===== src/rtl/serializer_pkg.sv =====
// Shared helpers for the multi-lane DDR serializer: counter sizing and the
// mapping from shift-register slot to source bit of the parallel word.
package serializer_pkg;

    function automatic int cnt_w(input int h);
        return (h <= 1) ? 1 : $clog2(h);
    endfunction

    // Slot i of the rising-edge register is the (2i)-th bit on the wire.
    function automatic int re_idx(input int i, input int dat_w, input bit msb_first);
        return msb_first ? (dat_w - 1 - 2 * i) : (2 * i);
    endfunction

    // Slot i of the falling-edge register is the (2i+1)-th bit on the wire.
    function automatic int fe_idx(input int i, input int dat_w, input bit msb_first);
        return msb_first ? (dat_w - 2 - 2 * i) : (2 * i + 1);
    endfunction

endpackage


===== src/rtl/serializer_ddr_lane.sv =====
// One serializer lane: splits a word into rising/falling half-rate streams
// and shifts them out toward bit 0, one pair per clock.
module serializer_ddr_lane
    import serializer_pkg::*;
#(
    parameter int DAT_W     = 10,
    parameter bit MSB_FIRST = 1'b0
) (
    input  logic             clk_i,
    input  logic             rst_ni,
    input  logic             load,
    input  logic [DAT_W-1:0] word,
    output logic             ser_re,
    output logic             ser_fe
);

    localparam int H = DAT_W / 2;

    logic [H-1:0] re_word;
    logic [H-1:0] fe_word;
    logic [H-1:0] re_q;
    logic [H-1:0] fe_q;

    for (genvar i = 0; i < H; i++) begin : g_split
        localparam int RI = re_idx(i, DAT_W, MSB_FIRST);
        localparam int FI = fe_idx(i, DAT_W, MSB_FIRST);
        assign re_word[i] = word[RI];
        assign fe_word[i] = word[FI];
    end

    // NOTE: sequential state uses non-blocking assignments only; these shift
    // registers are reset so the wire sits low until the first word arrives.
    always_ff @(posedge clk_i or negedge rst_ni) begin
        if (!rst_ni) begin
            re_q <= '0;
            fe_q <= '0;
        end else if (load) begin
            re_q <= re_word;
            fe_q <= fe_word;
        end else begin
            re_q <= re_q >> 1;
            fe_q <= fe_q >> 1;
        end
    end

    assign ser_re = re_q[0];
    assign ser_fe = fe_q[0];

endmodule


===== src/rtl/serializer_ddr_mc.sv =====
// Multi-channel DDR serializer top: shared slot counter, single valid/ready
// handshake, idle-word substitution with underrun flag, NUM_CH lanes.
module serializer_ddr_mc
    import serializer_pkg::*;
#(
    parameter int NUM_CH    = 3,
    parameter int DAT_W     = 10,
    parameter bit MSB_FIRST = 1'b0
) (
    input  logic                    clk_i,
    input  logic                    rst_ni,
    input  logic [NUM_CH*DAT_W-1:0] dat_i,
    input  logic                    vld_i,
    output logic                    rdy_o,
    input  logic [NUM_CH*DAT_W-1:0] idle_i,
    output logic [NUM_CH-1:0]       ser_re_o,
    output logic [NUM_CH-1:0]       ser_fe_o,
    output logic                    underrun_o
);

    localparam int H  = DAT_W / 2;
    localparam int CW = cnt_w(H);
    localparam logic [CW-1:0] LAST = CW'(H - 1);

    if ((DAT_W < 2) || ((DAT_W % 2) != 0)) begin : g_bad_dat_w
        $error("serializer_ddr_mc: DAT_W must be even and >= 2");
    end

    logic [CW-1:0]           cnt_q;
    logic [CW-1:0]           cnt_d;
    logic                    rdy_q;
    logic                    underrun_q;
    logic                    load;
    logic                    take;
    logic [NUM_CH*DAT_W-1:0] word;

    // NOTE: cnt_d gets its default before the wrap override, so no latch forms.
    always_comb begin
        cnt_d = cnt_q + CW'(1);
        if (cnt_q == LAST) begin
            cnt_d = '0;
        end
    end

    assign load = (cnt_q == LAST);
    assign take = vld_i && rdy_q;
    assign word = take ? dat_i : idle_i;

    // rdy is registered off cnt_d so it lines up with the load edge exactly.
    always_ff @(posedge clk_i or negedge rst_ni) begin
        if (!rst_ni) begin
            cnt_q      <= '0;
            rdy_q      <= 1'b0;
            underrun_q <= 1'b0;
        end else begin
            cnt_q      <= cnt_d;
            rdy_q      <= (cnt_d == LAST);
            underrun_q <= load && !take;
        end
    end

    assign rdy_o      = rdy_q;
    assign underrun_o = underrun_q;

    for (genvar n = 0; n < NUM_CH; n++) begin : g_lane
        serializer_ddr_lane #(
            .DAT_W    (DAT_W),
            .MSB_FIRST(MSB_FIRST)
        ) u_lane (
            .clk_i (clk_i),
            .rst_ni(rst_ni),
            .load  (load),
            .word  (word[n*DAT_W +: DAT_W]),
            .ser_re(ser_re_o[n]),
            .ser_fe(ser_fe_o[n])
        );
    end

endmodule


===== config.mk =====
export PLATFORM = sky130hd
export DESIGN_NAME = serializer_ddr_mc
export DESIGN_NICKNAME = d
export VERILOG_FILES = /design/src/rtl/serializer_pkg.sv /design/src/rtl/serializer_ddr_lane.sv /design/src/rtl/serializer_ddr_mc.sv
export SDC_FILE = /design/constraint.sdc
export NUM_CORES = 1
export LEC_CHECK = 0
export CORE_ASPECT_RATIO = 1.4
export CORE_MARGIN = 1
export CORE_UTILIZATION = 41
export CTS_CLUSTER_DIAMETER = 100
export DETAILED_ROUTE_END_ITERATION = 6
export PLACE_DENSITY = 0.77
export SLEW_MARGIN = 40
export SYNTH_ARGS = -nofsm -noshare
export SYNTH_HDL_FRONTEND = slang
export SYNTH_SLANG_ARGS = --single-unit
export TNS_END_PERCENT = 10

===== constraint.sdc =====
create_clock -name clk_i -period 1.4 [get_ports clk_i]
set_input_delay 0.14 -clock clk_i [delete_from_list [all_inputs] [get_ports clk_i]]
set_output_delay 0.14 -clock clk_i [all_outputs]
set_load 0.01 [all_outputs]

==> metrics.cfg, run 1 <==
[grt]
grt_pass1_wl_um = 7230
grt_pass1_vias = 1662
track_usage = 0.189
antenna_found_initial = 0
overflow = 0
grt_max_degree = 62

[critical_path]
critPathKind = register to primary output
slowest_delay_ps = 530
crit_path_cell_trace = clkdlybuf4s50_1
r2r-start = cnt_q[0]$_DFF_PN0_
worstSetupStartpointType = register
crit_family = buffers and inverters
crit_fanout = 2
crit_slowest_cell = clkdlybuf4s50_1
required_ps = 1260
reg2reg_to = rdy_o$_DFF_PN0_
crit_buf_inv = 1
reg2reg_slack_ps = 80
cp.arrival_ps = 1200
critPathCaptureType = primary output
rr_worst_depth = 4

[drt]
drtIter0Drc = 66
remaining_drc_errors = 0
ant_nets = 0
wl_um = 4610
vias_per_cell = 5.41
routedWlPerCell_um = 14.7
first_pass_iters = 4
vias = 1694

[floorplanning]
dieArea_um2 = 5200
rows = 29
core_area_um2 = 4610
ioPinCount = 71
die_height_um = 84.9
initial_core_util = 0.437
die_x_um = 61.2

[power]
p_leak_nw = 1.27
ir_drop_mv = 0.747
powerDensity_nw_per_um2 = 876

[clock_network]
cts_buffers = 5
cts_root_buffer = clkbuf_8
clk_path_buf_depth = 2
ctsHtreeMaxLevel = 2
clock_latency_ps = 290
path_clk_slew_ps = 80
cts_num_sinks = 35
cts_tree = yes

[sta]
fin_crit_ps = 1340
finalMaxSlewViolations = 0
tns_ps = 0
fin_crit_sh = 0.959
maxSlewHeadroom = 0.722
final.setup.worst_slack_ps = 57.8
rsz0062_at_grt = false
finalSetupViolations = 0
worst_pin_slew_ps = 417
hold_violations = 0
clock_skew_ps = 9.89
fmaxAchievable_ghz = 0.745

[synth]
synth_fp_nets = 255
netlist_instances = 190
synth-seq-cells = 35
ys.flop_type = dfrtp_1
yosys-top-cells-area = dfrtp_1, a31oi_2, a21bo_2
synth-edff-count = 0
synth_common_cells = dfrtp_1, a21oi_1, nand3_1
seq_area_frac_synth = 0.435
syn-cell-area_um2 = 2010
yosys_warnings = 0
synth.most_common_cell = dfrtp_1
ys_async_sr_fraction = 1.00
netlist.top_cell.by_area = dfrtp_1
syn_area_per_cell_um2 = 10.6
yosys.area.top_type_share = 0.435
yosysUniqueCellTypes = 19

[place]
dp_slack_ps = 62.6
io_buffers = 70
gp_congestion = 0.711
dpl.hpwl_um = 3070

[layout]
insertedDiodeCount = 0
final_core_util = 0.627
syn_to_final_growth_pct = 43.5
seq_area_um2 = 877
fillers = 394
nets = 315
multi_input_area_um2 = 951
layout-drive-gt1-share = 0.259

[flow_run]
cap_violations = 0

[hold_path]
hold_path_class = input pin to asynchronous set/reset pin

[run_status]
status = finished clean

[report_power, final]
group | internal, mW | total (mW) | switching (mW)
clock | 0.710 | 1.09 | 0.375
combinational | 0.282 | 0.412 | 0.129
sequential | 1.03 | 1.03 | 0.00383
total | 2.02 | 2.53 | 0.508
[cells by family after synthesis]
group                      share of synthesized area
buffers and inverters                         0.0951
DFF                                            0.435
and+or+nand+nor                               0.0908
adders and majority gates                     0.0124
AOI/OAI and AO/OA                              0.366
[routing by layer]
metal	wire length, µm	GRT usage	up-vias	part of all wire
met5	0	0	-	0
met4	126	0.0764	0	0.027
met3	181	0.0457	11	0.039
met2	2420	0.325	49	0.53
met1	1880	0.217	831	0.41
li1	-	-	803	-
[placed cells by master, fill, tap and decap left out, types with 2 or more instances in the layout]
master and instances:
a21bo_2 20, clkdlybuf4s50_1 68, a21oi_1 31, inv_1 2, buf_2 2, clkbuf_8 5
buf_4 7, nand2_1 2, nand3_1 30, bufinv_16 2, a31oi_1 5, a31oi_2 19
a21bo_1 10, dfrtp_1 34, buf_12 3
[stage by stage]
| stage | std cells | cell area [µm²] | hold slack [ps] | power [mW] |
|---|---|---|---|---|
| floorplan | 190 | 2010 | -156 | 1.25 |
| global placement | 302 | 2700 | 87.1 | 1.46 |
| detailed placement | 302 | 2700 | 91.4 | 1.47 |
| CTS | 312 | 2860 | 315 | 2.55 |
| global route | 313 | 2890 | 326 | 2.63 |
| finish | 313 | 2890 | 310 | 2.53 |
[final cells by class]
type,instances,area share
sequential,35,0.304
clock inverter,3,0.0234
multi-input combinational,124,0.329
clock buffer,5,0.0238
timing repair buffer,82,0.290
tap,62,0.0269
inverter,2,0.00260
[repair_timing]
item                                   4_1_cts  5_1_grt
hold buffers                                 1        0
setup endpoints to repair                    1        5
buffers inserted                             1        0
endpoints found under the hold margin       16        0
cloned                                       0        1
gates resized for setup                      0        3
[sequential cells by signal, indices dropped and copies added (netlist names)]
name and count:
g_lane.u_lane.fe_q 15, g_lane.u_lane.re_q 15, cnt_q 3, rdy_o 1
underrun_o 1
[worst max path at each step]
stage	from	to	slack, ps	cells after the start
2_1_floorplan	cnt_q[0]$_DFF_PN0_	rdy_o$_DFF_PN0_	30	5
3_3_place_gp	cnt_q[0]$_DFF_PN0_	rdy_o$_DFF_PN0_	100	4
3_5_place_dp	cnt_q[0]$_DFF_PN0_	rdy_o$_DFF_PN0_	60	4
4_1_cts	rdy_o$_DFF_PN0_	rdy_o	40	1
5_1_grt	rdy_o$_DFF_PN0_	rdy_o	20	1
6_report	rdy_o$_DFF_PN0_	rdy_o	60	1
(Power assumes the default switching activity.)
==> inputs of run 2 (changes only) <==
--- a/config.mk
+++ b/config.mk
@@ -8,7 +8,7 @@
 export CORE_ASPECT_RATIO = 1.4
 export CORE_MARGIN = 1
 export CORE_UTILIZATION = 41
-export CTS_CLUSTER_DIAMETER = 100
+export CTS_CLUSTER_DIAMETER = 80
 export DETAILED_ROUTE_END_ITERATION = 6
 export PLACE_DENSITY = 0.77
 export SLEW_MARGIN = 40
==> results of run 2 <==
Final layout, timing and power as in run 1 (identical DEF).
==> inputs of run 3 (changes only) <==
==> constraint.sdc (replaced) <==
create_clock -name clk_i -period 1.1 [get_ports clk_i]
set_input_delay 0.11 -clock clk_i [delete_from_list [all_inputs] [get_ports clk_i]]
set_output_delay 0.11 -clock clk_i [all_outputs]
set_load 0.01 [all_outputs]
==> metrics.cfg, run 3 (synthesized netlist as in run 1, its figures left out) <==
[critical_path]
critPathKind = register to register
slowest_delay_ps = 410  ; -120 ps
required_ps = 1300  ; +40 ps
crit_slowest_cell = dfrtp_1
endpoint = rdy_o$_DFF_PN0_
reg2reg_slack_ps = -160  ; -240 ps
crit_path_cell_trace = ha_2 > or3b_4 > a211oi_2
crit_buf_inv = 0  ; -1
worstSetupStartpointType = register
cp.depth = 3  ; +2
crit_family = flip-flops
r2r-start = cnt_q[0]$_DFF_PN0_
cp-startpoint = cnt_q[0]$_DFF_PN0_
rr_worst_depth = 3  ; -1
cp.arrival_ps = 1460  ; +260 ps
critPathCaptureType = register
reg2reg_to = rdy_o$_DFF_PN0_
crit_fanout = 3  ; +1

[sta]
finalMaxSlewViolations = 0  ; unchanged
rsz0062_at_grt = true
worst_pin_slew_ps = 239  ; -178 ps
fmaxAchievable_ghz = 0.792
maxSlewHeadroom = 0.841  ; +0.119
final.setup.worst_slack_ps = -163  ; -220 ps
clock_skew_ps = 4.07  ; -5.83 ps
fin_crit_sh = 1.15
fin_crit_ps = 1260
whs_ps = 297  ; -13.7 ps
tns_ps = -2340  ; -2340 ps
hold_violations = 0  ; unchanged
finalSetupViolations = 27  ; +27

[grt]
overflow = 0  ; unchanged
grt_pass1_vias = 1569  ; -5.6%
antenna_found_initial = 0  ; unchanged
global_route.peak_usage_layer = met2
use_met2 = 0.307  ; -0.0178
track_usage = 0.189  ; +0.000340
grt_pass1_wl_um = 7360  ; +1.8%
met3_usage = 0.0244  ; -0.0213
global_route.usage.met1 = 0.245  ; +0.0283
grt_max_degree = 62  ; unchanged

[floorplanning]
ioPinCount = 71  ; unchanged
die_height_um = 84.9  ; unchanged
rows = 29  ; unchanged
core_area_um2 = 4610  ; unchanged
die_x_um = 61.2  ; unchanged
dieArea_um2 = 5200  ; unchanged
initial_core_util = 0.437  ; unchanged

[layout]
final_common_cell = clkdlybuf4s50_1
layout-drive-gt1-share = 0.297  ; +0.0379
final_cell_mix = clkdlybuf4s50_1, dfrtp_1, nand3_1
syn_to_final_growth_pct = 44.3
stdcell_count = 318  ; +1.6%
top_regs = g_lane.u_lane.fe_q x15, g_lane.u_lane.re_q x15, cnt_q x3
insertedDiodeCount = 0  ; unchanged
multi_input_area_um2 = 982  ; +3.3%
nets = 320  ; +1.6%
fillers = 393  ; -0.25%
seq_area_um2 = 877  ; unchanged

[clock_network]
path_clk_slew_ps = 70  ; about the same
ctsHtreeMaxLevel = 2  ; unchanged
cts_root_buffer = clkbuf_8
cts_buffers = 5  ; unchanged
cts_num_sinks = 35  ; unchanged
clock_latency_ps = 290  ; about the same
cts_tree = yes
clk_path_buf_depth = 2  ; unchanged

[power]
netSwitchingPower_mw = 0.638  ; +26%
swShare = 0.232  ; +0.0317
p_comb_frac = 0.188  ; +0.025
powerDensity_nw_per_um2 = 945  ; +7.8%
p_int_mw = 2.11  ; +4.1%
seq_power_share = 0.479  ; +0.070
ir_drop_mv = 0.721  ; -3.6%
total_power_mw = 2.74  ; +8.4%
p_leak_nw = 1.28  ; +1.1%
clock_power_share = 0.333  ; -0.096

[flow_run]
cap_violations = 0  ; unchanged

[place]
dp.cells = 308  ; +2.0%
dpl.hpwl_um = 3120  ; +1.6%
dp_slack_ps = -233  ; -296 ps
io_buffers = 70  ; unchanged
gp_congestion = 0.794  ; +12%

[drt]
ant_nets = 0  ; unchanged
remaining_drc_errors = 0  ; unchanged
routedWlPerCell_um = 13.8  ; -6.0%
vias_per_cell = 5.19  ; -4.1%
vias = 1650  ; -2.6%
wl_um = 4400  ; -4.5%
first_pass_iters = 5  ; +1
drtIter0Drc = 53  ; -20%

[run_status]
violations = negative setup slack
status = finished, violations left

[hold_path]
hold_path_class = input pin to asynchronous set/reset pin

-- run 3: changes by cell type in the layout (fill, tap and decap cells not counted), moves of 2 or more --
cell             before  now
a21oi_1              31   28
a21oi_2               0    3
buf_4                 7    9
buf_6                 0    3
bufinv_16             2    0
clkdlybuf4s50_1      68   60
dlygate4sd2_1         0    7
inv_1                 2    0
inv_2                 0    2
-- run 3: power by group through the flow --
stage          logic (mW)  registers (mW)  clock network [mW]
3_5_place_dp        0.527            1.34                   0
4_1_cts             0.522            1.31               0.934
3_3_place_gp        0.521            1.34                   0
6_report            0.516            1.31               0.913
5_1_grt             0.563            1.32               0.994
2_1_floorplan       0.246            1.34                   0
-- run 3: metrics by stage --
step / util / cell area, µm²
2_1_floorplan: - / 2030
4_1_cts: 0.628 / 2900
3_5_place_dp: 0.602 / 2780
3_3_place_gp: 0.602 / 2780
5_1_grt: 0.630 / 2900
6_report: 0.630 / 2900
-- run 3: what timing repair did --
action / CTS / global route
gates resized for setup: 17 / 3
setup endpoints to repair: 42 / 33
gates cloned: 0 / 0
buffers inserted: 1 / 0
pin swaps: 3 / 0
hold endpoints to repair: 35 / 0
hold buffers: 1 / 0
-- run 3: worst min path at each step --
| stage | cells past startpoint | to | start | slack (ps) |
|---|---|---|---|---|
| after floorplan | 0 | cnt_q[0]$_DFF_PN0_ | rst_ni | -190 |
| after global placement | 2 | g_lane[0].u_lane.re_q[0]$_DFF_PN0_ | rst_ni | 80 |
| after detailed placement | 2 | g_lane[0].u_lane.re_q[0]$_DFF_PN0_ | rst_ni | 90 |
| after CTS | 3 | g_lane[0].u_lane.re_q[0]$_DFF_PN0_ | rst_ni | 310 |
| after global routing | 3 | g_lane[1].u_lane.fe_q[1]$_DFF_PN0_ | rst_ni | 320 |
| final | 3 | g_lane[1].u_lane.fe_q[1]$_DFF_PN0_ | rst_ni | 300 |
-- run 3: final cells by class --
cell class / instances / area share
Tap cell: 62 / 0.0267
Clock inverter: 2 / 0.00431
Multi-Input combinational cell: 124 / 0.338
Timing Repair Buffer: 87 / 0.301
Sequential cell: 35 / 0.302
Clock buffer: 6 / 0.0250
Inverter: 2 / 0.00259
-- run 3: per-layer routing --
metal | wire length (µm) | vias up
met5 | 0 | -
met4 | 73 | 0
met3 | 189 | 8
met2 | 2290 | 54
met1 | 1850 | 773
li1 | - | 815
-- run 3: worst min-delay path, stage by stage --
cell and delay (ps):
dlygate4sd3_1 520, buf_2 120, buf_12 200
